$ cat config.mk
export PLATFORM = sky130hd
export DESIGN_NAME = pipe_reg_d
export DESIGN_NICKNAME = d
export VERILOG_FILES = /design/src/rtl/pipe_reg_d_pkg.sv /design/src/rtl/pipe_reg_d_sat_counter.sv /design/src/rtl/pipe_reg_d.sv
export SDC_FILE = /design/constraint.sdc
export NUM_CORES = 1
export LEC_CHECK = 0
export ABC_AREA = 0
export CAP_MARGIN = 20
export CORE_AREA = 2 2 141 143
export CTS_BUF_LIST = sky130_fd_sc_hd__clkbuf_8
export CTS_CLUSTER_SIZE = 24
export DETAILED_ROUTE_END_ITERATION = 8
export DIE_AREA = 0 0 143 145
export PLACE_DENSITY_LB_ADDON = 0.25
export SYNTH_ARGS = -nofsm -noshare
export SYNTH_HDL_FRONTEND = slang
export SYNTH_HIERARCHICAL = 1
export SYNTH_SLANG_ARGS = --single-unit
$ cat constraint.sdc
create_clock -name clk_i -period 3.7 [get_ports clk_i]
set_clock_uncertainty 0.05 [all_clocks]
set_input_delay 0.74 -clock clk_i [delete_from_list [all_inputs] [get_ports clk_i]]
set_output_delay 0.74 -clock clk_i [all_outputs]
set_load 0.005 [all_outputs]
$ cat src/rtl/pipe_reg_d_pkg.sv
// Y86-64 field definitions and shared types for the fetch-to-decode pipeline register.
// The `define block below stands in for the codebase's define.v and adds `SBUB.
`ifndef PIPE_REG_D_DEFINES
`define PIPE_REG_D_DEFINES
`define TRUE          1'b1
`define FALSE         1'b0
`define STAT_BUS      3:0
`define ICODE_BUS     3:0
`define REG_ADDR_BUS  3:0
`define SBUB          4'h0
`define SAOK          4'h1
`define INOP          4'h1
`define IIRMOVQ       4'h3
`define NREG          4'hF
`endif

package pipe_reg_d_pkg;

    typedef logic [`STAT_BUS]     stat_t;
    typedef logic [`ICODE_BUS]    icode_t;
    typedef logic [`REG_ADDR_BUS] reg_addr_t;

    typedef struct packed {
        stat_t       stat;
        icode_t      icode;
        icode_t      ifun;
        reg_addr_t   ra;
        reg_addr_t   rb;
        logic [63:0] valc;
        logic [63:0] valp;
    } d_fields_t;

    localparam d_fields_t BUBBLE_FIELDS = '{
        stat:  `SBUB,
        icode: `INOP,
        ifun:  4'h0,
        ra:    `NREG,
        rb:    `NREG,
        valc:  64'h0,
        valp:  64'h0
    };

    typedef enum logic {
        RUN  = 1'b0,
        HELD = 1'b1
    } hold_state_t;

endpackage

$ cat src/rtl/pipe_reg_d_sat_counter.sv
// Saturating up-counter with synchronous active-low reset and a synchronous clear.
module sat_counter #(
    parameter int W = 32
) (
    input  logic         clk_i,
    input  logic         rst_n_i,
    input  logic         inc_i,
    input  logic         clr_i,
    output logic [W-1:0] cnt_o
);

    always_ff @(posedge clk_i) begin
        if (!rst_n_i) begin
            cnt_o <= '0;
        end else if (clr_i) begin
            cnt_o <= '0;
        end else if (inc_i && (cnt_o != {W{1'b1}})) begin
            cnt_o <= cnt_o + W'(1);
        end
    end

endmodule

$ cat src/rtl/pipe_reg_d.sv
// Fetch-to-decode pipeline register with stall/bubble control, stall watchdog and conflict flag.
// Optional stall/bubble statistics counters are enabled by defining PIPE_REG_D_STATS_EN.
module pipe_reg_d
    import pipe_reg_d_pkg::*;
#(
    parameter int STALL_LIMIT = 16,
    parameter int CNT_W       = 32
) (
    input  logic                 clk_i,
    input  logic                 rst_n_i,
    input  logic                 D_stall_i,
    input  logic                 D_bubble_i,
    input  logic [`STAT_BUS]     f_stat_i,
    input  logic [`ICODE_BUS]    f_icode_i,
    input  logic [`ICODE_BUS]    f_ifun_i,
    input  logic [`REG_ADDR_BUS] f_rA_i,
    input  logic [`REG_ADDR_BUS] f_rB_i,
    input  logic [63:0]          f_valC_i,
    input  logic [63:0]          f_valP_i,
    output logic [`STAT_BUS]     D_stat_o,
    output logic [`ICODE_BUS]    D_icode_o,
    output logic [`ICODE_BUS]    D_ifun_o,
    output logic [`REG_ADDR_BUS] D_rA_o,
    output logic [`REG_ADDR_BUS] D_rB_o,
    output logic [63:0]          D_valC_o,
    output logic [63:0]          D_valP_o,
    output logic                 stall_timeout_o,
    output logic                 ctl_conflict_o,
    output logic [CNT_W-1:0]     stall_cnt_o,
    output logic [CNT_W-1:0]     bubble_cnt_o
);

    localparam logic [CNT_W-1:0] LIMIT_M1 = CNT_W'(STALL_LIMIT - 1);

    d_fields_t        d_q;
    hold_state_t      state;
    logic [CNT_W-1:0] run_cnt;

    // Stall beats bubble, so a conflicting request still holds the stage.
    always_ff @(posedge clk_i) begin
        if (!rst_n_i) begin
            d_q <= BUBBLE_FIELDS;
        end else if (D_stall_i) begin
            d_q <= d_q;
        end else if (D_bubble_i) begin
            d_q <= BUBBLE_FIELDS;
        end else begin
            d_q <= '{stat:  f_stat_i,
                     icode: f_icode_i,
                     ifun:  f_ifun_i,
                     ra:    f_rA_i,
                     rb:    f_rB_i,
                     valc:  f_valC_i,
                     valp:  f_valP_i};
        end
    end

    assign D_stat_o  = d_q.stat;
    assign D_icode_o = d_q.icode;
    assign D_ifun_o  = d_q.ifun;
    assign D_rA_o    = d_q.ra;
    assign D_rB_o    = d_q.rb;
    assign D_valC_o  = d_q.valc;
    assign D_valP_o  = d_q.valp;

    sat_counter #(.W(CNT_W)) u_run_cnt (
        .clk_i   (clk_i),
        .rst_n_i (rst_n_i),
        .inc_i   (D_stall_i),
        .clr_i   (!D_stall_i),
        .cnt_o   (run_cnt)
    );

    // The run counter still reads 0 on the first stalled edge, so the limit check must not depend on state.
    always_ff @(posedge clk_i) begin
        if (!rst_n_i) begin
            state           <= RUN;
            stall_timeout_o <= 1'b0;
            ctl_conflict_o  <= 1'b0;
        end else begin
            case (state)
                RUN:  if (D_stall_i)  state <= HELD;
                HELD: if (!D_stall_i) state <= RUN;
            endcase
            if (D_stall_i && (run_cnt == LIMIT_M1)) begin
                stall_timeout_o <= 1'b1;
            end
            if (D_stall_i && D_bubble_i) begin
                ctl_conflict_o <= 1'b1;
            end
        end
    end

`ifdef PIPE_REG_D_STATS_EN
    sat_counter #(.W(CNT_W)) u_stall_cnt (
        .clk_i   (clk_i),
        .rst_n_i (rst_n_i),
        .inc_i   (D_stall_i),
        .clr_i   (1'b0),
        .cnt_o   (stall_cnt_o)
    );

    sat_counter #(.W(CNT_W)) u_bubble_cnt (
        .clk_i   (clk_i),
        .rst_n_i (rst_n_i),
        .inc_i   (D_bubble_i && !D_stall_i),
        .clr_i   (1'b0),
        .cnt_o   (bubble_cnt_o)
    );
`else
    assign stall_cnt_o  = '0;
    assign bubble_cnt_o = '0;
`endif

endmodule

Yosys cells after proc, flatten, opt, wreduce, memory -nomap -nowiden
Cells that the tools add are included.

Input bits: 152. Output and inout bits: 214. Logic and storage cells: 18. Flip-flop bits (word level): 182.

Eq/ne operators: 2. $add $sub $neg: 1. Reduce and logical (&&, ||, !) cells: 4. Muxes and demuxes: 1.

Operator list (count): $mux W148 (1); $add A32 B1 Y32 const B (1); $eq A32 B4 Y1 const B (1); $ne A32 B32 Y1 const B (1); $logic_and A1 B1 Y1 (3); $reduce_and A2 Y1 (1).

Depth between registers and ports, before layout
Depth after elaboration: 2. Gate-level depth with buffers: 7. Depth with buffers taken out: 6.

Modules after synthesis
The synthesis kept the hierarchy.

Modules (own cells, without submodules): pipe_reg_d (cells an instance 579, area each 5916.9 um2, sequential area each 3002.9 um2, instances 1); sat_counter (cells an instance 203, area each 1667.8 um2, sequential area each 640.6 um2, instances 1).

Worst setup path after synthesis
OpenSTA, ideal clock, no wires.

Path kind: input port to flip-flop. From: in D_stall_i. To: reg u_run_cnt.cnt_o[18]. Stages on the path: 5. Path buffers: 1. Path slack: 1.537 ns. Library setup time: 0.128 ns. Arrival time: 1.985 ns. Required time: 3.522 ns. Cells stage by stage: clkbuf_1 nand4_1 a2111oi_0 xnor2_1 nor2_1.

Cells in the longest elaborated chain, start to end: 1. Elaborated cells between the ends (all ways): 2. Classes of those cells: 2 x reduce/logical.

Ends and longest elaborated chain: start: declaration (line pipe_reg_d.sv:11) `input logic D_stall_i,`; $reduce_and A2 Y1 (no source line) / $logic_and A1 B1 Y1 (equally long branches); end signal: assignment (line pipe_reg_d_sat_counter.sv:18) `cnt_o <= cnt_o + W'(1);`; end: declaration (line pipe_reg_d_sat_counter.sv:9) `output logic [W-1:0] cnt_o`.

Several ways; a longest one is shown, not always the timed one. A chain may end at the register's enable or synchronous reset.

Worst setup path after layout
From: reg u_run_cnt.cnt_o[15]. To: reg u_run_cnt.cnt_o[6].

Cells in the longest elaborated chain, start to end: 2.

Ends and longest elaborated chain: $ne A32 B32 Y1 (line pipe_reg_d_sat_counter.sv:17) `end else if (inc_i && (cnt_o != {W{1'b1}})) begin`; $logic_and A1 B1 Y1 (line pipe_reg_d_sat_counter.sv:17).

Every way passes these cells.

==> key figures <==
Run status
  • Status: finished clean

Setup path
  • Worst Path Buf+Inv: 0
  • Crit-path cells: nand3_1, or4_4, o31ai_4, or3_1, a21oi_1
  • Top delay family on crit path: simple AND/OR/NAND/NOR gates
  • Crit Path Max Fanout: 25
  • Setup CP Type: register to register
  • Slowest stage delay, CP: 0.73 ns
  • R2r setup slk: 1.26 ns
  • Crit start category: register
  • FF-to-FF End: u_run_cnt/cnt_o[6]
  • Critical Path RT: 3.98 ns
  • Crit. End Element: register
  • R2R cell count: 5
  • Critical path depth: 5
  • Critical Path AT: 2.72 ns
  • R2r startpoint: u_run_cnt/cnt_o[15]
  • Critical-path top delay cell: o31ai_4

Timing
  • RSZ-0062 raised after global routing: no
  • Worst hold slack: 0.423 ns
  • Final period util: 65.9%
  • Minimum clock period: 2.44 ns
  • Max Slew Vio Count: 0
  • Setup violations, final: 0
  • Setup total negative slack: 0 ns
  • Final Hold Vio Count: 0
  • Max Freq: 410 MHz
  • Worst slew pin tran: 0.971 ns
  • Rel. slew slack: 35.3%

Floorplanning
  • Die area: 0.0207 sq mm
  • Ports: 366
  • Die Height: 145 um
  • Rows: 51
  • Die width: 143 um
  • Initial core utilization: 39.5%
  • Area of the core: 0.0192 sq mm

Power and ir drop
  • PwrDens: 378 mW/mm^2
  • P_int: 3.10 mW
  • Comb pwr share: 12.8%
  • Clock Power Share: 37.2%
  • Sequential share of power: 49.9%
  • Max VDD drop: 0.279 mV
  • Sw frac: 24.5%
  • Pleak: 3.78 nW
  • Sw power: 1.01 mW

GRT
  • Tot GR Track Use: 19.5%
  • Initial antenna violation count: 0
  • Largest net degree at the start of global routing: 109
  • First-pass GRT wire length: 32100 um
  • Vias in the first global route: 5871
  • Grt total ovfl: 0

Synthesis
  • Biggest area consumer among synthesized cells: dfxtp_1
  • Post-synth top cells: 182 x dfxtp_1, 141 x nor2b_1, 138 x a22oi_1, 68 x buf_4
  • Syn. warnings: 6
  • Ys flop type: dfxtp_1
  • Cell with the most instances after synthesis: dfxtp_1
  • Async S/R FF share, synth: 0%
  • Syn avg cell area: 9.70 sq um
  • Synth top area cells: dfxtp_1 48%, a22oi_1 14%, nor2b_1 12%
  • Synth top area share: 48.0%
  • Unique cell type count in the Yosys netlist: 49
  • Number of synthesized flops with an enable pin: 0
  • Sequential share of the synthesized area: 48.0%
  • Synth Instances: 782
  • Number of synthesized register bits: 182
  • Synth Cell Area: 0.00758 sq mm

Clock tree
  • CTS Buf Count: 17
  • # hold bufs at CTS: 0
  • Clock Sinks: 182
  • CTS tree: yes
  • Clock Tree Buf Depth: 2
  • Setup bufs post-CTS: 0
  • Clk_lat worst skew: 0.45 ns
  • CTS resizes: 0
  • H-tree depth: 4
  • Clock root buffer: clkbuf_8
  • Reg clk slew, reported paths: 0.09 ns

Placement
  • Placer Congestion: 0.796
  • Post-DP HPWL: 15100 um
  • Port Buf Inserts: 301

Routing
  • Detailed Routing Iterations Pass 1: 5
  • Total wire length: 21300 um
  • DRC marker count from the first detailed-route iteration: 329
  • # DRC: 0
  • Antenna Nets Post-Route: 0
  • Detailed-route via count: 6454
  • Routed vias/inst: 4.86
  • WL/cell: 16.0 um

Cells and area
  • Layout cell share with drive strength beyond 1: 4.89%
  • Final nets: 1205
  • Layout area overhead: 43.3%
  • Final core utilization: 56.6%
  • # diodes: 0

Min path
  • Worst Hold Class: register to register
  • Hold_sp: stall_timeout_o
  • Hold EP: stall_timeout_o
  • Hold depth: 2

Flow run
  • Max_cap viols: 0
[final cells by class]
class | instances | area [sq um]
clock buffer | 17 | 234
clock inverter | 14 | 216
inverter | 3 | 11.3
timing repair buffer | 308 | 3090
multi-input combinational | 540 | 3350
tap | 265 | 332
sequential | 182 | 3640
fill | 1745 | 8340
[state kept, by name, indices dropped and copies added, names as in the netlist]
name             cells
D_valP_o            64
stall_timeout_o      1
ctl_conflict_o       1
D_stat_o             4
D_rB_o               4
D_ifun_o             4
D_valC_o            64
D_icode_o            4
D_rA_o               4
u_run_cnt/cnt_o     32
[per-layer routing]
metal  wire [um]  GRT usage, %
met4         357          6.44
met2       10500          33.2
met3        1490          5.21
met5           0             0
met1        8960          23.8
[placed cells by master (no fill, tap or decap), types with 2 or more instances in the layout]
master	Yosys	routed
a2111oi_0	2	2
a211oi_1	3	3
a21oi_1	23	23
a22oi_1	138	138
a31o_1	2	2
and3_1	9	9
and4_1	4	4
buf_12	0	2
buf_4	68	7
bufinv_16	0	4
clkbuf_8	0	17
clkdlybuf4s50_1	0	299
clkinvlp_4	0	3
conb_1	1	64
dfxtp_1	182	182
inv_1	2	2
inv_6	0	2
inv_8	0	5
nand2_1	26	26
nand2b_1	2	2
nand3_1	11	11
nand4_1	15	15
nor2_1	17	17
nor2b_1	141	141
nor3_2	2	2
nor4_1	7	7
nor4_2	2	2
o21ai_0	5	5
o21ai_1	10	10
o22ai_1	9	9
o31ai_1	2	2
or2_2	3	3
or3_1	15	15
or4_1	2	2
xnor2_1	9	9
[cells by family after synthesis]
family | Yosys count | share of synthesized area [%]
XOR/XNOR | 9 | 1.04
flip-flops | 182 | 48.0
multiplexers | 1 | 0.132
other | 1 | 0.0494
buffers and inverters | 123 | 11.0
AND/OR/NAND/NOR | 265 | 20.9
AO/OA/AOI/OAI | 200 | 18.7
adder cells (fa/ha/maj) | 1 | 0.165
[metrics by stage]
stage | cells | total power, mW | setup slack, ns | area [sq um]
after floorplan | 845 | 2.36 | 1.54 | 7820
after detailed placement | 1298 | 2.63 | 1.14 | 10400
after global placement | 1298 | 2.62 | 1.17 | 10400
final | 1329 | 4.11 | 1.26 | 10900
after CTS | 1329 | 4.16 | 1.29 | 10900
after global routing | 1329 | 4.29 | 1.02 | 10900
[worst max path at each step]
stage                         from                  end  slack, ns
6_report       u_run_cnt/cnt_o[15]   u_run_cnt/cnt_o[6]       1.26
5_1_grt        u_run_cnt/cnt_o[15]  u_run_cnt/cnt_o[11]       1.02
4_1_cts        u_run_cnt/cnt_o[10]   u_run_cnt/cnt_o[6]       1.29
3_5_place_dp            D_bubble_i         D_valC_o[22]       1.14
3_3_place_gp            D_bubble_i         D_valC_o[16]       1.17
2_1_floorplan            D_stall_i  u_run_cnt/cnt_o[18]       1.54
[power groups by stage]
stage / clock network (mW) / logic [mW] / registers, mW
3_3_place_gp: 0 / 0.526 / 2.10
4_1_cts: 1.58 / 0.532 / 2.05
3_5_place_dp: 0 / 0.530 / 2.10
2_1_floorplan: 0 / 0.255 / 2.10
5_1_grt: 1.66 / 0.572 / 2.06
6_report: 1.53 / 0.528 / 2.05
[tightest hold or removal path: cells and delay by family (launching register included)]
| kind | cells | cell delay (ns) |
|---|---|---|
| and+or+nand+nor | 1 | 0.05 |
| AOI/OAI and AO/OA | 1 | 0.05 |
| DFF | 1 | 0.33 |
Note: power is estimated with default switching activity, not from simulation.
